## config.mk

```make
export PLATFORM = sky130hd
export DESIGN_NAME = mouse_event_decoder
export DESIGN_NICKNAME = d
export VERILOG_FILES = /design/src/rtl/mouse_event_decoder.sv
export SDC_FILE = /design/constraint.sdc
export NUM_CORES = 1
export LEC_CHECK = 0
export CELL_PAD_IN_SITES_DETAIL_PLACEMENT = 2
export CELL_PAD_IN_SITES_GLOBAL_PLACEMENT = 2
export CORE_UTILIZATION = 35
export DETAILED_ROUTE_END_ITERATION = 10
export HOLD_SLACK_MARGIN = 0.02
export PLACE_DENSITY = 0.8
export SYNTH_ARGS = -nofsm -noshare
export SYNTH_HDL_FRONTEND = slang
export SYNTH_SLANG_ARGS = --single-unit
export TNS_END_PERCENT = 100
```

## constraint.sdc

```tcl
create_clock -name clk -period 7.9 [get_ports clk]
set_input_delay 1.58 -clock clk [delete_from_list [all_inputs] [get_ports clk]]
set_output_delay 1.58 -clock clk [all_outputs]
set_load 0.005 [all_outputs]
```

## src/rtl/mouse_event_decoder.sv

```systemverilog
// Mouse event decoder: grid block mapping, click/double-click/cheat detection, drag-and-drop FSM.
// Every output is registered and follows the sampled mouse inputs by one clk cycle.
module mouse_event_decoder #(
  parameter int unsigned X0       = 32,
  parameter int unsigned Y0       = 19,
  parameter int unsigned BLK_W    = 32,
  parameter int unsigned BLK_H    = 55,
  parameter int unsigned COLS     = 18,
  parameter int unsigned ROWS_TOP = 6,
  parameter int unsigned GAP      = 11,
  parameter int unsigned ROWS_BOT = 2,
  parameter int unsigned DBL_CYC  = 25_000_000,
  parameter int unsigned CHEAT_N  = 5
) (
  input  logic       clk,
  input  logic       rst,
  input  logic       interboard_rst,
  input  logic [9:0] mouse_x,
  input  logic [8:0] mouse_y,
  input  logic       mouse_left,
  input  logic       mouse_right,
  output logic       mouse_inblock,
  output logic [4:0] mouse_block_x,
  output logic [2:0] mouse_block_y,
  output logic       l_click,
  output logic       r_click,
  output logic       dbl_click,
  output logic       cheat_activate,
  output logic       drag_active,
  output logic [4:0] drag_src_x,
  output logic [2:0] drag_src_y,
  output logic       drop_valid,
  output logic       drop_cancel,
  output logic [4:0] drop_x,
  output logic [2:0] drop_y
);

  localparam int unsigned X_END = X0 + COLS * BLK_W;
  localparam int unsigned YT_END = Y0 + ROWS_TOP * BLK_H;
  localparam int unsigned YB = YT_END + GAP;
  localparam int unsigned YB_END = YB + ROWS_BOT * BLK_H;
  localparam int CW = $clog2(CHEAT_N + 1);
  localparam int TW = $clog2(DBL_CYC + 1);
  localparam logic [CW-1:0] CHEAT_LAST = CW'(CHEAT_N - 1);
  localparam logic [TW-1:0] TMAX = TW'(DBL_CYC);

  typedef enum logic [1:0] {IDLE, HELD, DRAG} drag_state_e;

  logic rst_all;
  assign rst_all = rst | interboard_rst;

  logic [31:0] xu, yu;
  logic in_x, in_top, in_bot, in_d;
  logic [4:0] bx_d;
  logic [2:0] by_d;

  always_comb begin
    xu = 32'(mouse_x);
    yu = 32'(mouse_y);
    in_x = (xu >= X0) && (xu < X_END);
    in_top = (yu >= Y0) && (yu < YT_END);
    in_bot = (yu >= YB) && (yu < YB_END);
    in_d = 1'b0;
    bx_d = '0;
    by_d = '0;
    if (in_x && (in_top || in_bot)) begin
      in_d = 1'b1;
      bx_d = 5'((xu - X0) / BLK_W);
      by_d = in_top ? 3'((yu - Y0) / BLK_H) : 3'(ROWS_TOP + (yu - YB) / BLK_H);
    end
  end

  // mask_q blocks edges from a button still held when reset was released
  logic left_prev_q, right_prev_q, left_mask_q, right_mask_q;
  logic l_click_d, r_click_d;
  assign l_click_d = mouse_left & ~left_prev_q & ~left_mask_q;
  assign r_click_d = mouse_right & ~right_prev_q & ~right_mask_q;

  logic [CW-1:0] cnt_q, cnt_d;
  logic cheat_d;
  always_comb begin
    cnt_d = cnt_q;
    cheat_d = 1'b0;
    if (l_click_d) begin
      cnt_d = '0;
    end else if (r_click_d) begin
      if (cnt_q == CHEAT_LAST) begin
        cnt_d = '0;
        cheat_d = 1'b1;
      end else begin
        cnt_d = cnt_q + CW'(1);
      end
    end
  end

  // timer_q holds the distance in cycles since the arming click
  logic armed_q, armed_d, dbl_d;
  logic [TW-1:0] timer_q, timer_d;
  logic [4:0] dbl_bx_q, dbl_bx_d;
  logic [2:0] dbl_by_q, dbl_by_d;
  always_comb begin
    armed_d = armed_q;
    timer_d = timer_q;
    dbl_bx_d = dbl_bx_q;
    dbl_by_d = dbl_by_q;
    dbl_d = 1'b0;
    if (armed_q) begin
      if (timer_q == TMAX) armed_d = 1'b0;
      else timer_d = timer_q + TW'(1);
    end
    if (l_click_d) begin
      if (armed_q && in_d && bx_d == dbl_bx_q && by_d == dbl_by_q) begin
        dbl_d = 1'b1;
        armed_d = 1'b0;
      end else if (in_d) begin
        armed_d = 1'b1;
        timer_d = TW'(1);
        dbl_bx_d = bx_d;
        dbl_by_d = by_d;
      end else begin
        armed_d = 1'b0;
      end
    end
  end

  logic inblock_q, l_click_q, r_click_q, dbl_q, cheat_q;
  logic [4:0] bx_q;
  logic [2:0] by_q;

  always_ff @(posedge clk) begin
    if (rst_all) begin
      left_prev_q <= 1'b0;
      right_prev_q <= 1'b0;
      left_mask_q <= 1'b1;
      right_mask_q <= 1'b1;
      inblock_q <= 1'b0;
      bx_q <= '0;
      by_q <= '0;
      l_click_q <= 1'b0;
      r_click_q <= 1'b0;
      dbl_q <= 1'b0;
      cheat_q <= 1'b0;
      cnt_q <= '0;
      armed_q <= 1'b0;
      timer_q <= '0;
      dbl_bx_q <= '0;
      dbl_by_q <= '0;
    end else begin
      left_prev_q <= mouse_left;
      right_prev_q <= mouse_right;
      left_mask_q <= left_mask_q & mouse_left;
      right_mask_q <= right_mask_q & mouse_right;
      inblock_q <= in_d;
      bx_q <= bx_d;
      by_q <= by_d;
      l_click_q <= l_click_d;
      r_click_q <= r_click_d;
      dbl_q <= dbl_d;
      cheat_q <= cheat_d;
      cnt_q <= cnt_d;
      armed_q <= armed_d;
      timer_q <= timer_d;
      dbl_bx_q <= dbl_bx_d;
      dbl_by_q <= dbl_by_d;
    end
  end

  drag_state_e state_q;
  logic [4:0] src_x_q, drop_x_q;
  logic [2:0] src_y_q, drop_y_q;
  logic drop_valid_q, drop_cancel_q;

  always_ff @(posedge clk) begin
    if (rst_all) begin
      state_q <= IDLE;
      src_x_q <= '0;
      src_y_q <= '0;
      drop_valid_q <= 1'b0;
      drop_cancel_q <= 1'b0;
      drop_x_q <= '0;
      drop_y_q <= '0;
    end else begin
      drop_valid_q <= 1'b0;
      drop_cancel_q <= 1'b0;
      unique case (state_q)
        IDLE: begin
          if (l_click_d && in_d) begin
            state_q <= HELD;
            src_x_q <= bx_d;
            src_y_q <= by_d;
          end
        end
        HELD: begin
          if (!mouse_left) state_q <= IDLE;
          else if (in_d && (bx_d != src_x_q || by_d != src_y_q)) state_q <= DRAG;
        end
        DRAG: begin
          if (!mouse_left) begin
            state_q <= IDLE;
            if (in_d) begin
              drop_valid_q <= 1'b1;
              drop_x_q <= bx_d;
              drop_y_q <= by_d;
            end else begin
              drop_cancel_q <= 1'b1;
            end
          end
        end
        default: state_q <= IDLE;
      endcase
    end
  end

  assign mouse_inblock = inblock_q;
  assign mouse_block_x = bx_q;
  assign mouse_block_y = by_q;
  assign l_click = l_click_q;
  assign r_click = r_click_q;
  assign dbl_click = dbl_q;
  assign cheat_activate = cheat_q;
  assign drag_active = (state_q == DRAG);
  assign drag_src_x = src_x_q;
  assign drag_src_y = src_y_q;
  assign drop_valid = drop_valid_q;
  assign drop_cancel = drop_cancel_q;
  assign drop_x = drop_x_q;
  assign drop_y = drop_y_q;

endmodule

```

[After elaboration in Yosys (flattened, before gate mapping)]
Index checks and enable logic that the tools add are counted.
Word-level totals
  bits in read-only memories: 0
  bits in latches: 0
  bits in writable memories: 0
  memories: 0
  word-level logic and storage cells: 107
  flip-flop bits (word level): 74
  input port bits: 24
  output and inout port bits: 32
Operators by class
  eq/ne operators: 11
  mux-type cells: 23
  order comparisons: 6
  bitwise operators: 16
  reductions and logical operators: 20
  multiply operators: 0
  divide/modulo/power cells: 2
  add/sub/neg operators: 6
  shift-type cells: 0
Operators by type and width (count)
  $mux W25: 5
  $div A32 B6 Y32 const B: 2
  $add A25 B1 Y25 const B: 1
  $eq A25 B25 Y1 const B: 1
  $lt A9 B9 Y1 const B: 2
  $ge A10 B6 Y1 const B: 1
  $lt A10 B10 Y1 const B: 1
  $sub A10 B6 Y10 const B: 1
  $sub A9 B5 Y10 const B: 1
  $sub A9 B9 Y10 const B: 1
  $ge A9 B5 Y1 const B: 1
  $ge A9 B9 Y1 const B: 1
  $logic_and A1 B1 Y1: 9
  $mux W1: 9
  $mux W3: 3
  $not A1 Y1: 9
  $reduce_and A3 Y1: 3
  $mux W2: 4
  $and A1 B1 Y1: 6
  $pmux W2 S3: 1
  $reduce_or A3 Y1: 2
  $eq A5 B5 Y1: 1
  $mux W5: 1
  $ne A5 B5 Y1: 1
  other kinds (14): 17

[Longest topological paths before layout]
Gate-level depths: netlist of run 1.
  depth after elaboration: 11
  gate-level depth with buffers: 26
  gate-level depth less buffers: 19

[Worst setup path after synthesis of run 1]
OpenSTA, ideal clock, no wires.
  kind: input to register
  from: input port mouse_y[3]
  to: register timer_q[14]
  path buffers: 5
  setup time: 139 ps
  stages on the path: 24
  path slack: 1925 ps
  arrival time: 5836 ps
  required time: 7761 ps
  cells stage by stage: buf_6 > buf_6 > inv_1 > ha_1 > or2_2 > nor2_1 > a211oi_1 > or2_1 > buf_2 > a31o_2 > xnor2_1 > ha_1 > nand2_1 > nor3_1 > a41oi_1 > a41o_1 > and2_1 > mux2_2 > xnor2_1 > and3_1 > buf_2 > a21oi_2 > buf_6 > nor3_2
Between the ends
  word-level cells in the longest chain between the ends: 10
  elaborated cells on any way between the ends: 25
  classes of those cells: add/sub: 3; div: 2; order compare: 4; eq/ne: 2; mux: 7; reduce/logical: 7
Ends and longest elaborated chain
  from (decl): RTL line 19  | input logic [8:0] mouse_y,
  branches (longest 8 deep; another with $div A32 B6 Y32)
  $mux W25 *: RTL line 112  | if (armed_q && in_d && bx_d == dbl_bx_q && by_d == dbl_by_q) begin
  $mux W25 *: RTL line 111  | if (l_click_d) begin
  to (signal assigned): RTL line 162  | timer_q <= timer_d;
  to (decl): RTL line 98  | logic [TW-1:0] timer_q, timer_d;
Every way passes the cells marked *.
A chain may end at the register's enable or synchronous reset.

[Worst setup path in the final report of run 1]
  from: input port mouse_y[4]
  to: register timer_q[16]
The elaborated chain is that of the path after synthesis.

==> impl_metrics.prom, run 1 <==
# TYPE chip_impl_metric gauge
chip_impl_info{name="status",value="finished clean"} 1
chip_impl_metric{name="synth_to_final_area_change",unit="%"} 17.8
chip_impl_metric{name="place.gp.congestion",unit=""} 0.821
chip_impl_info{name="timing.rr.end",value="timer_q[18]$_SDFF_PP0_"} 1
chip_impl_metric{name="timing_hold_violations_final",unit=""} 0
chip_impl_metric{name="max_frequency",unit="MHz"} 145
chip_impl_metric{name="postSynthAreaPerCell",unit="um2"} 7.97
chip_impl_metric{name="timing.slew.headroom",unit="%"} 32.8
chip_impl_metric{name="postSynth.asyncResetShare",unit="%"} 0
chip_impl_metric{name="power.static_leakage",unit="nW"} 2.38
chip_impl_metric{name="synth.yosys.seq_area_share",unit="%"} 25.4
chip_impl_metric{name="max-clock-path-buffers",unit=""} 2
chip_impl_info{name="synth_commonest_cells",value="sky130_fd_sc_hd__dfxtp_1 (74), sky130_fd_sc_hd__nor2_1 (70), sky130_fd_sc_hd__nand2_1 (54), sky130_fd_sc_hd__a21oi_1 (36), sky130_fd_sc_hd__a211oi_1 (31)"} 1
chip_impl_metric{name="r2r_setup_slack",unit="ns"} 5.06
chip_impl_metric{name="r2r_worst_path_depth",unit=""} 9
chip_impl_metric{name="h-tree-depth",unit=""} 3
chip_impl_metric{name="route.detailed.vias_per_inst",unit=""} 5.90
chip_impl_metric{name="fin_setup_tns",unit="ns"} 0
chip_impl_metric{name="cts.repair.resized",unit=""} 0
chip_impl_metric{name="number_of_post_cts_setup_repair_buffers",unit=""} 0
chip_impl_info{name="worstHoldStart",value="right_mask_q$_SDFF_PP1_"} 1
chip_impl_metric{name="grt_pass1_vias",unit=""} 6398
chip_impl_metric{name="setup-violations-final",unit=""} 0
chip_impl_metric{name="fp.dieH",unit="um"} 131
chip_impl_info{name="synth_top_area_cell",value="sky130_fd_sc_hd__dfxtp_1"} 1
chip_impl_metric{name="clock_power_share",unit="%"} 41.1
chip_impl_metric{name="num_rows",unit=""} 46
chip_impl_info{name="worstPathCellList",value="clkdlybuf4s50_1 > buf_4 > inv_1 > ha_1 > xor2_1 > nor2_1 > a211oi_1 > or2_1 > a31o_2 > xnor2_1 > ha_1 > nand2_1 > nor3_1 > a41oi_1 > a41o_1 > and2_1 > o31ai_2 > a21oi_1 > a211oi_4 > a21oi_2 > buf_4 > nor3_2"} 1
chip_impl_metric{name="cp_required",unit="ns"} 8.16
chip_impl_info{name="rsz_0062_raised_after_global_routing",value="no"} 1
chip_impl_metric{name="final_instance_area",unit="mm2"} 0.00687
chip_impl_metric{name="grt_start_max_net_pins",unit=""} 56
chip_impl_metric{name="synth.ff_latch_count",unit=""} 74
chip_impl_metric{name="synth_edf_count",unit=""} 0
chip_impl_metric{name="worst_hold_path.num_cells",unit=""} 2
chip_impl_metric{name="yosysWarnings",unit=""} 0
chip_impl_metric{name="max_cap_violations",unit=""} 0
chip_impl_metric{name="power_frac_seq",unit="%"} 32.1
chip_impl_metric{name="critPathMaxStageDelay",unit="ns"} 0.49
chip_impl_info{name="worst-setup-path-type",value="in -> reg"} 1
chip_impl_metric{name="port_buffers",unit=""} 55
chip_impl_metric{name="drive_above_1_share",unit="%"} 11.6
chip_impl_metric{name="floorplan.core_area",unit="mm2"} 0.0161
chip_impl_metric{name="clkTransAtPathRegs",unit="ns"} 0.06
chip_impl_info{name="tritoncts",value="yes"} 1
chip_impl_metric{name="clock_insertion_delay_at_the_later_pin_of_the_skew_report",unit="ns"} 0.34
chip_impl_info{name="clock-root-buffer",value="sky130_fd_sc_hd__clkbuf_16"} 1
chip_impl_metric{name="postRouteAntennaNets",unit=""} 0
chip_impl_info{name="worst_hold_endpoint",value="right_mask_q$_SDFF_PP1_"} 1
chip_impl_metric{name="sw_ratio",unit="%"} 31.3
chip_impl_metric{name="post_synth_instance_area",unit="mm2"} 0.00584
chip_impl_metric{name="routed_wire_length_per_instance",unit="um"} 20.9
chip_impl_metric{name="crit_arrival",unit="ns"} 7.17
chip_impl_metric{name="fp.dieArea",unit="mm2"} 0.0172
chip_impl_metric{name="total_clock_buffers_created_by_cts",unit=""} 9
chip_impl_info{name="yosys.cell_count.top_type",value="sky130_fd_sc_hd__dfxtp_1"} 1
chip_impl_metric{name="report.final.slew_viol_count",unit=""} 0
chip_impl_metric{name="vias",unit=""} 5840
chip_impl_info{name="min_path_type",value="reg -> reg"} 1
chip_impl_info{name="ys_dominant_reg_cell",value="sky130_fd_sc_hd__dfxtp_1"} 1
chip_impl_metric{name="initial_antenna_violation_count",unit=""} 0
chip_impl_info{name="regToRegStartpoint",value="timer_q[0]$_SDFF_PP0_"} 1
chip_impl_info{name="cpMaxStageDelayCell",value="sky130_fd_sc_hd__a211oi_1"} 1
chip_impl_metric{name="total_half_perimeter_wirelength_after_legalization_and_detailed_placement",unit="um"} 15400
chip_impl_metric{name="number_of_antenna_cells_inserted",unit=""} 0
chip_impl_info{name="worstSetupEndpointType",value="flip-flop"} 1
chip_impl_metric{name="drt_pass1_iterations",unit=""} 5
chip_impl_metric{name="die-width",unit="um"} 131
chip_impl_metric{name="global_route_wire_length_before_repair",unit="um"} 34400
chip_impl_metric{name="drt-total-wl",unit="um"} 20700
chip_impl_metric{name="drt-initial-drc-count",unit=""} 288
chip_impl_metric{name="grt_remaining_overflow",unit=""} 0
chip_impl_metric{name="clock-skew-final",unit="ns"} 0.00591
chip_impl_metric{name="cts_hold_buffers",unit=""} 0
chip_impl_metric{name="ioPinCount",unit=""} 56
chip_impl_metric{name="nNetsFinal",unit=""} 808
chip_impl_metric{name="worstPathMaxFanout",unit=""} 23
chip_impl_metric{name="combinationalPowerShare",unit="%"} 26.8
chip_impl_metric{name="cellInternalPower",unit="mW"} 0.811
chip_impl_metric{name="power_density",unit="mW/mm2"} 172
chip_impl_metric{name="overall_track_demand_over_capacity_in_global_routing",unit="%"} 24.6
chip_impl_info{name="worst_setup_path_start_kind",value="input port"} 1
chip_impl_metric{name="max_slew.worst_pin.slew",unit="ns"} 1.00
chip_impl_metric{name="synth.distinct_cells",unit=""} 89
chip_impl_metric{name="syn-num-nets",unit=""} 772
chip_impl_metric{name="vdd.ir_drop.worst",unit="mV"} 0.118
chip_impl_metric{name="p_sw",unit="mW"} 0.370
chip_impl_metric{name="numClockSinks",unit=""} 74
chip_impl_metric{name="synth_top_area_share",unit="%"} 25.4
chip_impl_metric{name="post-route-min-period",unit="ns"} 6.91
chip_impl_metric{name="placedInstanceArea",unit="mm2"} 0.00652
chip_impl_metric{name="post-layout-total-power",unit="mW"} 1.18
chip_impl_info{name="synth_area_leaders",value="sky130_fd_sc_hd__dfxtp_1 (25%), sky130_fd_sc_hd__nor2_1 (4.5%), sky130_fd_sc_hd__xnor2_1 (4.1%)"} 1
chip_impl_metric{name="postSynthCellCount",unit=""} 732
chip_impl_metric{name="initial_utilization",unit="%"} 36.3
chip_impl_metric{name="finalCritPeriodShare",unit="%"} 87.5
chip_impl_metric{name="drcViolationCount",unit=""} 0
[layout by cell type, fill, tap and decap left out, types with 7 or more instances in the layout]
master                             n
sky130_fd_sc_hd__a211oi_1         31
sky130_fd_sc_hd__a21o_1            7
sky130_fd_sc_hd__a21oi_1          36
sky130_fd_sc_hd__a31oi_1          11
sky130_fd_sc_hd__and2_1           14
sky130_fd_sc_hd__and3_1           16
sky130_fd_sc_hd__buf_4            13
sky130_fd_sc_hd__clkbuf_16         9
sky130_fd_sc_hd__clkdlybuf4s50_1  55
sky130_fd_sc_hd__dfxtp_1          74
sky130_fd_sc_hd__ha_1             16
sky130_fd_sc_hd__inv_1            27
sky130_fd_sc_hd__mux2i_1           9
sky130_fd_sc_hd__nand2_1          54
sky130_fd_sc_hd__nand2b_1         10
sky130_fd_sc_hd__nand3_1          25
sky130_fd_sc_hd__nand4_1          11
sky130_fd_sc_hd__nor2_1           70
sky130_fd_sc_hd__nor3_1           22
sky130_fd_sc_hd__nor3_2           23
sky130_fd_sc_hd__nor4_1           15
sky130_fd_sc_hd__o211ai_1         10
sky130_fd_sc_hd__o21a_1            8
sky130_fd_sc_hd__o21ai_0          21
sky130_fd_sc_hd__or2_2             7
sky130_fd_sc_hd__xnor2_1          27
sky130_fd_sc_hd__xor2_1           24
[critical path: cells and delay by family]
kind / cells / cell delay, ns
AOI/OAI and AO/OA: 8 / 2.13
and+or+nand+nor: 6 / 1.16
buffers and inverters: 4 / 0.95
adders and majority gates: 2 / 0.79
xor gates and xnor gates: 2 / 0.54
[how the worst max path moves through the flow]
stage,cells after the start,from,slack [ns],endpoint
after floorplan,24,mouse_y[3],1.92,timer_q[14]$_SDFF_PP0_
after global placement,22,mouse_y[4],0.99,timer_q[1]$_SDFF_PP0_
after detailed placement,22,mouse_y[4],0.68,timer_q[16]$_SDFF_PP0_
after CTS,22,mouse_y[4],0.99,timer_q[16]$_SDFF_PP0_
after global routing,22,mouse_y[4],0.54,timer_q[2]$_SDFF_PP0_
final,22,mouse_y[4],0.99,timer_q[16]$_SDFF_PP0_
[cells by family after synthesis]
group,count (synthesis),synth area share (%)
AOI/OAI and AO/OA,207,27.0
buffers and inverters,72,5.87
muxes,11,1.93
and+or+nand+nor,297,27.7
adders and majority gates,17,3.62
DFF,74,25.4
xor gates and xnor gates,54,8.49
[metrics by stage]
step	util [%]	cells	setup slack [ns]	hold WS (ns)
2_1_floorplan	-	732	1.92	0.419
3_3_place_gp	40.6	973	0.995	0.431
3_5_place_dp	40.6	973	0.683	0.445
4_1_cts	42.8	989	0.990	0.457
5_1_grt	42.8	989	0.543	0.470
6_report	42.8	989	0.987	0.453
[power groups by stage]
stage          combinational (mW)  sequential (mW)  clock (mW)
4_1_cts                     0.315            0.379       0.492
2_1_floorplan               0.224            0.387           0
3_5_place_dp                0.311            0.387           0
6_report                    0.317            0.379       0.485
5_1_grt                     0.346            0.379       0.505
3_3_place_gp                0.300            0.387           0
[area by class of cell]
cell class	instances	area, um2
repair buffers	68	648
well taps	216	270
flip-flops and latches	74	1480
fillers	1787	9190
clock inverters	6	113
multi-input cells	586	4010
clock buffers	10	239
inverters	29	109
[per-layer routing]
metal	track usage (%)	vias to the layer above	share of wire [%]	wire length (um)
met4	5.16	0	1.4	280
met2	41.5	105	47	9800
li1	-	2778	-	-
met5	0	-	0	0
met3	3.86	23	3.5	723
met1	33.0	2934	48	9870
[state kept, by name, indices dropped and copies added (netlist names), 2 cells and up]
signal / flops
cnt_q: 3
dbl_bx_q: 5
dbl_by_q: 3
drag_src_x: 5
drag_src_y: 3
drop_x: 5
drop_y: 3
mouse_block_x: 5
mouse_block_y: 3
state_q: 2
timer_q: 25
No activity file was read; power rests on OpenSTA's default activity.
==> run 2, diff against run 1 <==
--- a/constraint.sdc
+++ b/constraint.sdc
@@ -3,2 +3,2 @@
 set_output_delay 1.58 -clock clk [all_outputs]
-set_load 0.005 [all_outputs]
+set_load 0.01 [all_outputs]
==> results of run 2 <==
The final DEF is identical to that of run 1. Status: finished clean.
==> run 3, diff against run 2 <==
- SKIP_LAST_GASP: default -> 1
- SLEW_MARGIN: default -> 20
==> results of run 3 <==
The final DEF is identical to that of run 1. Status: finished clean.
